### config.mk
export PLATFORM = sky130hd
export DESIGN_NAME = mem_access_ctrl_flat
export DESIGN_NICKNAME = d
export VERILOG_FILES = /design/src/rtl/mem_ctrl_pkg.sv /design/src/rtl/mem_access_ctrl_if.sv /design/src/rtl/mem_wait_timer.sv /design/src/rtl/mem_access_ctrl.sv /design/src/flat_wrapper.sv
export SDC_FILE = /design/constraint.sdc
export NUM_CORES = 1
export LEC_CHECK = 0
export ABC_AREA = 1
export CELL_PAD_IN_SITES_DETAIL_PLACEMENT = 1
export CELL_PAD_IN_SITES_GLOBAL_PLACEMENT = 1
export CORE_ASPECT_RATIO = 0.9
export CORE_MARGIN = 3
export CORE_UTILIZATION = 27
export CTS_CLUSTER_SIZE = 10
export DETAILED_ROUTE_END_ITERATION = 6
export PLACE_DENSITY = 0.76
export RECOVER_POWER = 50
export SYNTH_ARGS = -nofsm -noshare
export SYNTH_HDL_FRONTEND = slang
export SYNTH_SLANG_ARGS = --single-unit
export TNS_END_PERCENT = 5
### constraint.sdc
create_clock -name clk -period 1.5 [get_ports clk]
set_input_delay 0.15 -clock clk [delete_from_list [all_inputs] [get_ports clk]]
set_output_delay 0.15 -clock clk [all_outputs]
set_load 0.02 [all_outputs]
### src/rtl/mem_ctrl_pkg.sv
// mem_ctrl_pkg: shared opcode constants and controller state encoding for
// mem_access_ctrl and its helpers.
//   OP_ADR / OP_LDR / OP_STR : decoded memory-stage opcodes (all others are ALU)
//   state_e                  : ST_IDLE / ST_REQ / ST_RESP
package mem_ctrl_pkg;

  localparam logic [3:0] OP_ADR = 4'b1100;
  localparam logic [3:0] OP_LDR = 4'b1101;
  localparam logic [3:0] OP_STR = 4'b1110;

  typedef enum logic [1:0] {
    ST_IDLE = 2'd0,
    ST_REQ  = 2'd1,
    ST_RESP = 2'd2
  } state_e;

  // True for ops that need a RAM transaction.
  function automatic logic is_mem_op(input logic [3:0] op);
    return (op == OP_LDR) || (op == OP_STR);
  endfunction

endpackage

### src/rtl/mem_access_ctrl_if.sv
// mem_access_ctrl_if: RAM request/acknowledge bus.
//   ram_req   : access request (held until ram_ack)
//   ram_rw    : 1 = read, 0 = write
//   ram_addr  : access address, stable while ram_req
//   ram_wdata : write data, stable while ram_req
//   ram_rdata : read data, valid with ram_ack
//   ram_ack   : RAM completes the access this cycle
// Modports: master = controller side, slave = RAM side.
interface mem_access_ctrl_if #(
  parameter int unsigned ADDR_W = 32,
  parameter int unsigned DATA_W = 32
) ();

  logic              ram_req;
  logic              ram_rw;
  logic [ADDR_W-1:0] ram_addr;
  logic [DATA_W-1:0] ram_wdata;
  logic [DATA_W-1:0] ram_rdata;
  logic              ram_ack;

  modport master (
    output ram_req,
    output ram_rw,
    output ram_addr,
    output ram_wdata,
    input  ram_rdata,
    input  ram_ack
  );

  modport slave (
    input  ram_req,
    input  ram_rw,
    input  ram_addr,
    input  ram_wdata,
    output ram_rdata,
    output ram_ack
  );

endinterface

### src/rtl/mem_wait_timer.sv
// mem_wait_timer: RAM wait-state counter with expiry flag. Only instantiated
// when MEM_TIMEOUT_EN is defined.
//   clk, Reset_n : clock, async active-low reset
//   clear        : restart the count (pulsed when a RAM op is accepted)
//   count_en     : a REQ cycle passed without ack
//   expired      : count has reached WAIT_MAX
module mem_wait_timer #(
  parameter int unsigned WAIT_MAX = 15
) (
  input  logic clk,
  input  logic Reset_n,
  input  logic clear,
  input  logic count_en,
  output logic expired
);

  localparam int unsigned CntW = $clog2(WAIT_MAX + 1);

  logic [CntW-1:0] count_q;

  assign expired = (count_q == CntW'(WAIT_MAX));

  always_ff @(posedge clk or negedge Reset_n) begin
    if (!Reset_n) begin
      count_q <= '0;
    end else if (clear) begin
      count_q <= '0;
    end else if (count_en && !expired) begin
      count_q <= count_q + CntW'(1);
    end
  end

endmodule

### src/rtl/mem_access_ctrl.sv
// mem_access_ctrl: sequential memory-stage controller. Runs one LDR / STR / ADR /
// ALU-writeback op at a time: valid/ready handshake from decode, req/ack to RAM
// (arbitrary wait states), one-cycle done/reg_we strobe towards writeback.
// Optional build macro MEM_TIMEOUT_EN: abort a RAM access after WAIT_MAX
// unacknowledged REQ cycles (done + err, no writeback).
// Ports:
//   clk, Reset_n                   : clock, async active-low reset
//   op_code, valid_in, ready_out   : decode handshake (op accepted in IDLE)
//   SR1, SR2, IV_Mov               : address, store data, ADR immediate
//   ALU_result, memory_enable      : ALU writeback value and enable
//   ram                            : RAM bus (master side)
//   reg_data, reg_we               : writeback value and 1-cycle strobe
//   str_enable                     : high while a store request is outstanding
//   done, err                      : op retired / op aborted (1-cycle pulses)
module mem_access_ctrl
  import mem_ctrl_pkg::*;
#(
  parameter int unsigned DATA_W   = 32,
  parameter int unsigned ADDR_W   = 32,
  parameter int unsigned IMM_W    = 16,
  parameter int unsigned WAIT_MAX = 15
) (
  input  logic              clk,
  input  logic              Reset_n,
  input  logic [3:0]        op_code,
  input  logic              valid_in,
  output logic              ready_out,
  input  logic [DATA_W-1:0] SR1,
  input  logic [DATA_W-1:0] SR2,
  input  logic [IMM_W-1:0]  IV_Mov,
  input  logic [DATA_W-1:0] ALU_result,
  input  logic              memory_enable,
  mem_access_ctrl_if.master ram,
  output logic [DATA_W-1:0] reg_data,
  output logic              reg_we,
  output logic              str_enable,
  output logic              done,
  output logic              err
);

  state_e            state_q, state_d;
  logic [3:0]        op_q;
  logic [ADDR_W-1:0] addr_q;
  logic [DATA_W-1:0] wdata_q;
  logic [DATA_W-1:0] reg_data_q;
  logic              mem_en_q;
  logic              err_q;
  logic              accept;
  logic              timeout;
  logic              wb_op;

`ifdef MEM_TIMEOUT_EN
  logic expired;

  mem_wait_timer #(
    .WAIT_MAX (WAIT_MAX)
  ) u_wait_timer (
    .clk      (clk),
    .Reset_n  (Reset_n),
    .clear    (accept),
    .count_en ((state_q == ST_REQ) && !ram.ram_ack),
    .expired  (expired)
  );

  // An ack in the expiry cycle still completes the access normally.
  assign timeout = (state_q == ST_REQ) && !ram.ram_ack && expired;
  assign err     = (state_q == ST_RESP) && err_q;
`else
  logic unused_wait_max;
  assign unused_wait_max = ^WAIT_MAX;
  assign timeout         = 1'b0;
  assign err             = 1'b0;
`endif

  always_ff @(posedge clk or negedge Reset_n) begin
    if (!Reset_n) begin
      state_q <= ST_IDLE;
    end else begin
      state_q <= state_d;
    end
  end

  always_comb begin
    state_d = state_q;
    accept  = 1'b0;
    unique case (state_q)
      ST_IDLE: begin
        if (valid_in) begin
          accept  = 1'b1;
          state_d = is_mem_op(op_code) ? ST_REQ : ST_RESP;
        end
      end
      ST_REQ: begin
        if (ram.ram_ack || timeout) begin
          state_d = ST_RESP;
        end
      end
      ST_RESP: state_d = ST_IDLE;
      default: state_d = ST_IDLE;
    endcase
  end

  // Operand latches. reg_data_q is only written when a writeback will follow,
  // so it holds the previous writeback value otherwise.
  always_ff @(posedge clk or negedge Reset_n) begin
    if (!Reset_n) begin
      op_q       <= '0;
      addr_q     <= '0;
      wdata_q    <= '0;
      reg_data_q <= '0;
      mem_en_q   <= 1'b0;
      err_q      <= 1'b0;
    end else begin
      if (accept) begin
        op_q     <= op_code;
        addr_q   <= SR1[ADDR_W-1:0];
        wdata_q  <= SR2;
        mem_en_q <= memory_enable;
        err_q    <= 1'b0;
        if (op_code == OP_ADR) begin
          reg_data_q <= DATA_W'(IV_Mov);
        end else if (!is_mem_op(op_code) && memory_enable) begin
          reg_data_q <= ALU_result;
        end
      end
      if (state_q == ST_REQ) begin
        if (ram.ram_ack) begin
          if (op_q == OP_LDR) begin
            reg_data_q <= ram.ram_rdata;
          end
        end else if (timeout) begin
          err_q <= 1'b1;
        end
      end
    end
  end

  assign wb_op = (op_q == OP_LDR) || (op_q == OP_ADR) || (!is_mem_op(op_q) && mem_en_q);

  // All strobes decode straight from state so an async reset drops them at once.
  assign ready_out     = (state_q == ST_IDLE);
  assign ram.ram_req   = (state_q == ST_REQ);
  assign ram.ram_rw    = (state_q == ST_REQ) && (op_q == OP_LDR);
  assign ram.ram_addr  = addr_q;
  assign ram.ram_wdata = wdata_q;
  assign str_enable    = (state_q == ST_REQ) && (op_q == OP_STR);
  assign done          = (state_q == ST_RESP);
  assign reg_we        = (state_q == ST_RESP) && !err_q && wb_op;
  assign reg_data      = reg_data_q;

endmodule

### src/flat_wrapper.sv
// flat-port wrapper written by rule: the top's interface ports become plain ports
module mem_access_ctrl_flat import mem_ctrl_pkg::*;
#(
  parameter int unsigned DATA_W   = 32,
  parameter int unsigned ADDR_W   = 32,
  parameter int unsigned IMM_W    = 16,
  parameter int unsigned WAIT_MAX = 15
)
  (clk, Reset_n, op_code, valid_in, ready_out, SR1, SR2, IV_Mov, ALU_result, memory_enable, reg_data, reg_we, str_enable, done, err, ram_ram_req, ram_ram_rw, ram_ram_addr, ram_ram_wdata, ram_ram_rdata, ram_ram_ack);
  mem_access_ctrl_if #(.ADDR_W(ADDR_W), .DATA_W(DATA_W)) ram_i ();
  input  logic clk;
  input  logic Reset_n;
  input  logic [3:0] op_code;
  input  logic valid_in;
  output logic ready_out;
  input  logic [DATA_W-1:0] SR1;
  input  logic [DATA_W-1:0] SR2;
  input  logic [IMM_W-1:0] IV_Mov;
  input  logic [DATA_W-1:0] ALU_result;
  input  logic memory_enable;
  output logic [DATA_W-1:0] reg_data;
  output logic reg_we;
  output logic str_enable;
  output logic done;
  output logic err;
  output wire logic [$bits(ram_i.ram_req)-1:0] ram_ram_req;
  output wire logic [$bits(ram_i.ram_rw)-1:0] ram_ram_rw;
  output wire logic [$bits(ram_i.ram_addr)-1:0] ram_ram_addr;
  output wire logic [$bits(ram_i.ram_wdata)-1:0] ram_ram_wdata;
  input wire logic [$bits(ram_i.ram_rdata)-1:0] ram_ram_rdata;
  input wire logic [$bits(ram_i.ram_ack)-1:0] ram_ram_ack;
  assign ram_ram_req = ram_i.ram_req;
  assign ram_ram_rw = ram_i.ram_rw;
  assign ram_ram_addr = ram_i.ram_addr;
  assign ram_ram_wdata = ram_i.ram_wdata;
  assign ram_i.ram_rdata = ram_ram_rdata;
  assign ram_i.ram_ack = ram_ram_ack;
  mem_access_ctrl #(.DATA_W(DATA_W), .ADDR_W(ADDR_W), .IMM_W(IMM_W), .WAIT_MAX(WAIT_MAX)) u_core (.clk(clk), .Reset_n(Reset_n), .op_code(op_code), .valid_in(valid_in), .ready_out(ready_out), .SR1(SR1), .SR2(SR2), .IV_Mov(IV_Mov), .ALU_result(ALU_result), .memory_enable(memory_enable), .ram(ram_i), .reg_data(reg_data), .reg_we(reg_we), .str_enable(str_enable), .done(done), .err(err));
endmodule
* Word level (Yosys, flattened, before mapping)
Index checks and enable logic that the tools add are counted.
** Storage, ports and cells
- Register bits :: 103
- Logic and storage cells :: 41
- Input bits :: 153
- Output and inout port bits :: 103
** Cells by class
- Reduce and logical (&&, ||, !) cells :: 13
- Eq/ne operators :: 10
- Mux-type cells :: 12
** Operators by type and width (number)
- 32-bit two-way mux :: 6
- 4-bit equality test, second input constant :: 6
- 2-bit two-way mux :: 3
- 1-bit logical AND :: 5
- 1-bit logical OR :: 4
- 2-bit case mux with 2 select lines :: 1
- 2-bit by 1-bit equality test with 1-bit output, second input constant :: 1
- 2-bit equality test, second input constant :: 1
- 1-bit logical NOT :: 2
- 2-bit logical NOT :: 1
- 1-bit two-way mux :: 2
- 2-bit by 1-bit != test with 1-bit output, second input constant :: 1
- 2-bit != test, second input constant :: 1
- 2-bit AND reduction :: 1

* Logic depth before layout (Yosys ltp)
Gate-level depths: netlist of run 1.
- Depth after elaboration :: 10
- Depth in mapped cells :: 9
- Mapped depth without buffers :: 8

* Worst setup path before layout of run 1
Ideal clock, no wire load.
- Path kind :: flip-flop to output port
- Start point :: register u_core.state_q[0]
- End point :: output str_enable
- Slack :: -0.111 ns
- Buffers on the path :: 0
- Arrival :: 1.461 ns
- Stages on the path, launching flop included :: 5
- Required time :: 1.350 ns
- Cells stage by stage :: dfrtp_1 inv_1 nor2_2 inv_1 nor4_1
** On the way
- Longest elaborated chain between the ends :: 2
** Ends and longest elaborated chain
- from (decl) :: line mem_access_ctrl.sv:41 : state_e state_q, state_d;
- from (signal assigned) :: line mem_access_ctrl.sv:79 : state_q <= state_d;
- 2-bit by 1-bit equality test with 1-bit output
- named net ram_ram_req :: line flat_wrapper.sv:26 : output wire logic [$bits(ram_i.ram_req)-1:0] ram_ram_req;
- 1-bit logical AND :: line mem_access_ctrl.sv:146 : assign str_enable = (state_q == ST_REQ) && (op_q == OP_STR);
- to (decl) :: line flat_wrapper.sv:23 : output logic str_enable;
The timed path passes the listed nets, and every way through them passes these cells.

* Worst setup path in the final report of run 1
- Start point :: register u_core.state_q[0]
- End point :: output reg_we
** On the way
- Longest elaborated chain between the ends :: 2
** Ends and longest elaborated chain
- 2-bit equality test :: line mem_access_ctrl.sv:148 : assign reg_we = (state_q == ST_RESP) && !err_q && wb_op;
- 1-bit logical AND :: line mem_access_ctrl.sv:148
- to (decl) :: line flat_wrapper.sv:22 : output logic reg_we;
No other way between the ends.

==> flow_summary.ini, run 1 <==
[run_status]
status = finished, violations left
failed_checks = negative setup slack

[worst_setup_path]
r2r_cells = 8
endpoint_kind = primary output
r2r_end = u_core.reg_data[28]
start_kind = flip-flop
r2r_start = u_core.state_q[1]
crit_fanout = 4
worstPathRequired_ns = 1.35
worstSetupPathType = flip-flop to primary output
cp_data_arrival_time_ns = 1.38
reg2reg_slack_ns = 0

[layout]
area_delta_synth_final_pct = 63.7
fin_nets = 1057
fin_util_pct = 46.1
antenna_cells = 0
stdcell_count = 1143
drive_gt1_share_pct = 9.69
fill_cells = 2146

[placed_design]
gp_congestion = 0.766
dp_cells = 1125
hpwl_um = 13300
post-place-ws_ns = -0.280
port_buffers = 254

[min_path]
min_from = SR2[6]
hold_path_depth = 3
min_to = u_core.ram.ram_wdata[6]
holdCritPathClass = input port to flip-flop

[logic_synthesis]
yosysWarnings = 0
syn-num-nets = 789
async_reset_ff_share_pct = 100
syn_inst = 636
syn_area_per_cell_sq_um = 7.64
post_synth_num_cell_types = 24
ys_seq_area_share_pct = 53.0
synth-main-ff-cell = dfrtp_1
synthesis.area_sq_um = 4860
synth-seq-cells = 103
synth-edff-count = 0

[drt]
finalWirelength_um = 18200
first_pass_iters = 4
drcViolationCount = 0
via_per_inst = 4.40
drt_iter0_markers = 175
wire_per_inst_um = 15.9
ant_nets = 0
num_vias = 5024

[global_routing]
antenna_found_initial = 0
grtUsageTotal_pct = 18.4
overflow = 0
grt_max_degree = 48
grt_pass1_vias = 5355
grt_pass1_wl_um = 29000

[floorplan]
die_h_um = 133
rows = 45
die_x_um = 147
ios = 256
die_area_sq_um = 19700
core_area_sq_um = 17300
start_util_pct = 28.1

[clocking]
cts.sinks = 103
cts_buffers = 9
cts.htree.levels = 3
clock_latency_ns = 0.35
clk_pin_slew_ns = 0.08
clock_path_buffers = 2
cts_tree = yes
cts_root_buf = clkbuf_16

[power_and_ir_drop]
leakagePower_nw = 4.07
ir_drop_v = 0.000530
powerDensity_nw_per_um2 = 1230
power_mw = 9.77

[timing]
finClkSkew_ns = 0.00420
hold_violations = 0
finalCritPeriodShare_pct = 102
slew_headroom_pct = 47.9
fin_crit_ns = 1.53
report.final.slew_viol_count = 0
fin_ws_ns = -0.0262
worstMarginPinSlew_ns = 0.781
rsz0062_at_grt = yes
max_clock_freq_mhz = 655
setup_viol = 1

[run]
maxCapViolCount = 0
[cell usage after synthesis (3+ instances only)]
cell type	instances	share of area [%]
buf_2	21	2.2
nand3_1	17	1.7
o21ai_0	4	0.41
nor2_1	51	3.9
o211ai_2	10	2.6
clkbuf_1	3	0.23
o211ai_1	6	0.93
a21oi_1	16	1.6
inv_1	43	3.3
buf_6	5	1.2
dfrtp_1	103	53
nand2_1	338	26
buf_4	3	0.46
[cell families (layout without fill, tap and decap cells)]
| family | Yosys count | after routing | share of synthesized area (%) |
|---|---|---|---|
| simple gates | 417 | 417 | 33.6 |
| flops | 103 | 103 | 53.0 |
| compound gates | 38 | 38 | 5.82 |
| buf+inv | 77 | 349 | 7.49 |
| other cells | 1 | 1 | 0.0771 |
[stage by stage]
step                TNS (ns)  area, sq um  hold slack (ns)
floorplan             -0.808         4870           -0.146
global placement       -6.12         7880            0.127
detailed placement     -7.66         7880            0.126
CTS                  -0.0613         8150            0.277
global route           -1.37         7960            0.322
finish               -0.0262         7960            0.325
[worst max-delay path, cell delays in order, from the launching register on]
cell     delay (ns)
dfrtp_2        0.45
buf_4          0.16
nor4_4         0.24
buf_4          0.18
[cell type report]
cell class	instances	area, sq um	area share, %
clock buffer	9	225	2.83
clock inverter	6	78.8	0.990
inverter	45	176	2.22
multi-input combinational	456	1990	25.0
sequential	103	2580	32.4
tap	235	294	3.69
timing repair buffer	289	2610	32.8
[power by group]
part | internal (mW) | switching (mW)
Sequential | 3.39 | 0.383
Clock | 1.31 | 1.16
Combinational | 1.47 | 2.06
Total | 6.17 | 3.60
[metal layers]
layer,GRT usage (%),wire [um],up-vias
met4,3.57,178,0
met5,0,0,-
met3,7.14,1570,12
met2,30.6,8650,177
li1,-,-,2462
met1,23.1,7790,2373
[sequential cells by signal, indices dropped and copies added, names as in the netlist]
| name | cells |
|---|---|
| u_core.ram.ram_wdata | 32 |
| u_core.state_q | 2 |
| u_core.mem_en_q | 1 |
| u_core.reg_data | 32 |
| u_core.op_q | 4 |
| u_core.ram.ram_addr | 32 |
[worst max-delay path by stage]
stage / from / end / slack (ns) / depth (start not counted)
after global routing: u_core.state_q[0] / str_enable / -0.08 / 5
after floorplan: u_core.state_q[1] / u_core.reg_data[16] / -0.06 / 8
after detailed placement: op_code[0] / u_core.reg_data[18] / -0.28 / 10
after CTS: u_core.state_q[0] / reg_we / -0.04 / 3
final: u_core.state_q[0] / reg_we / -0.03 / 3
after global placement: op_code[0] / u_core.reg_data[19] / -0.24 / 10
[placed cells by master (no fill, tap or decap), types with 4 or more instances in the layout]
cell / instances
dfrtp_1: 100
nand2_1: 336
o211ai_2: 10
dlygate4sd2_1: 44
clkbuf_1: 39
clkbuf_16: 9
clkdlybuf4s50_1: 162
nand3_1: 17
a21oi_1: 16
buf_4: 25
o21ai_0: 4
o211ai_1: 6
nor2_1: 50
buf_12: 9
inv_1: 40
[what timing repair did]
item	in CTS	in global routing
gates resized for setup	77	62
buffers inserted	1	1
endpoints found under the setup margin	81	79
hold buffers	1	0
hold endpoints to repair	25	0
No activity file was read; power rests on OpenSTA's default activity.
==> run 2: changes to the inputs <==
--- a/config.mk
+++ b/config.mk
@@ -9,10 +9,10 @@
 export CELL_PAD_IN_SITES_DETAIL_PLACEMENT = 1
 export CELL_PAD_IN_SITES_GLOBAL_PLACEMENT = 1
 export CORE_ASPECT_RATIO = 0.9
-export CORE_MARGIN = 3
 export CORE_UTILIZATION = 27
 export CTS_CLUSTER_SIZE = 10
 export DETAILED_ROUTE_END_ITERATION = 6
+export MAX_ROUTING_LAYER = met4
 export PLACE_DENSITY = 0.76
 export RECOVER_POWER = 50
 export SYNTH_ARGS = -nofsm -noshare
==> run 2 against run 1 <==
Compared with the run above:
- the run still ends with negative setup slack left
- total power is 0.54% lower
- cell area is 1.3% higher
- combinational power hardly changed
- global-route usage is 0.47 points higher
- critical path type is now flip-flop to flip-flop
==> flow_summary.ini, run 2 (synthesis gave the netlist of run 1 again) <==
[worst_setup_path]
crit_fanout = 7
start_kind = flip-flop
r2r_cells = 9
cp_common_cell = nand2_1
reg2reg_slack_ns = -0.03
path_delay_family = simple AND/OR/NAND/NOR gates
cpMaxStageDelayCell = dfrtp_1
path_depth = 9
worstSetupPathType = flip-flop to flip-flop
cp_cell_sequence = buf_6, nor2_4, nand2_4, nor2_8, buf_4, nand3_1, nand2_1, nand2_1, a21oi_1
r2r_start = u_core.state_q[1]
crit_start = u_core.state_q[1]
max_stage_delay_ns = 0.42
worstPathRequired_ns = 1.77
endpoint_kind = flip-flop
critPathBufInv = 2
cp_data_arrival_time_ns = 1.80

[timing]
finalCritPeriodShare_pct = 102
fin_ws_ns = -0.0284
fin_crit_ns = 1.53
max_clock_freq_mhz = 654
slew_headroom_pct = 58.9
worstMarginPinSlew_ns = 0.616
holdWs_ns = 0.282
finClkSkew_ns = 0.0108
hold_violations = 0
rsz0062_at_grt = yes
report.final.slew_viol_count = 0
setup_viol = 7

[global_routing]
grt_max_degree = 50
grtUsageTotal_pct = 18.9
grt_pass1_vias = 5130
grt_pass1_wl_um = 26200
antenna_found_initial = 0
overflow = 0

[drt]
num_vias = 5005
finalWirelength_um = 16900
via_per_inst = 4.33
wire_per_inst_um = 14.6
drt_iter0_markers = 140
first_pass_iters = 4
ant_nets = 0
drcViolationCount = 0

[clocking]
clk_pin_slew_ns = 0.08
cts.sinks = 103
cts_buffers = 9
clock_path_buffers = 2
clock_latency_ns = 0.36
cts.htree.levels = 3
cts_root_buf = clkbuf_16
cts_tree = yes

[layout]
fin_util_pct = 45.8
antenna_cells = 0
stdcell_area_sq_um = 8070
final_cell_mix = 336 x nand2_1, 155 x clkdlybuf4s50_1, 103 x dfrtp_1
stdcell_count = 1155
final_common_cell = nand2_1
fill_cells = 2139
area_delta_synth_final_pct = 65.9
fin_nets = 1063
drive_gt1_share_pct = 10.1

[power_and_ir_drop]
powerDensity_nw_per_um2 = 1210
ir_drop_v = 0.000541
leakagePower_nw = 4.19

[placed_design]
gp_congestion = 0.761
port_buffers = 254
hpwl_um = 12400
dp_cells = 1134
placed_area_sq_um = 7910
post-place-ws_ns = -0.338

[run]
maxCapViolCount = 0

[floorplan]
core_area_sq_um = 17600
die_area_sq_um = 18500
start_util_pct = 27.6
rows = 46
die_x_um = 143
ios = 256
die_h_um = 129

[min_path]
holdCritPathClass = input port to async pin

[run_status]
status = finished, violations left
failed_checks = negative setup slack
-- run 2: layout make-up --
cell class	count	area [sq um]	share of cell area, %
inverters	45	171	2.13
flip-flops and latches	103	2580	32.0
well taps	240	300	3.72
repair buffers	295	2730	33.9
multi-input cells	456	1980	24.6
clock buffers	10	239	2.96
clock inverters	6	63.8	0.791
-- run 2: what timing repair did --
item                                   in CTS  in global routing
gates resized for setup                    97                 40
pin swaps                                   5                 10
hold buffers                                1                  0
endpoints found under the hold margin      71                  0
setup endpoints to repair                 107                 81
setup buffers                               0                  4
-- run 2: path summary, 6_finish.rpt --
| kind | to |
|---|---|
| max in group asynchronous | u_core.ram.ram_addr[12] |
| worst min register to register | u_core.ram.ram_wdata[27] |
| worst min-delay path | u_core.ram.ram_addr[1] |
| min in group clk | u_core.ram.ram_addr[27] |
| worst max register to register | u_core.reg_data[6] |
| worst max-delay path | u_core.reg_data[6] |
-- run 2: metal layers --
metal	vias to the layer above	global-route usage, %	wire length [um]
li1	2475	-	-
met1	2354	22.4	7310
met2	160	30.9	8010
met3	16	5.51	1320
met4	0	5.88	261
met5	-	-	0
-- run 2: power by group --
group	total (mW)	leakage (nW)	internal [mW]	switching, mW
sequential	3.76	1.22	3.39	0.373
combinational	3.55	2.83	1.52	2.04
clock	2.40	0.145	1.22	1.19
total	9.72	4.19	6.12	3.60
-- run 2: stage by stage --
stage | power, mW | setup TNS [ns]
after floorplan | 5.64 | -0.808
after global placement | 7.76 | -9.13
after detailed placement | 7.85 | -9.98
after CTS | 10.0 | -0.879
after global routing | 10.3 | -3.63
final | 9.72 | -0.113
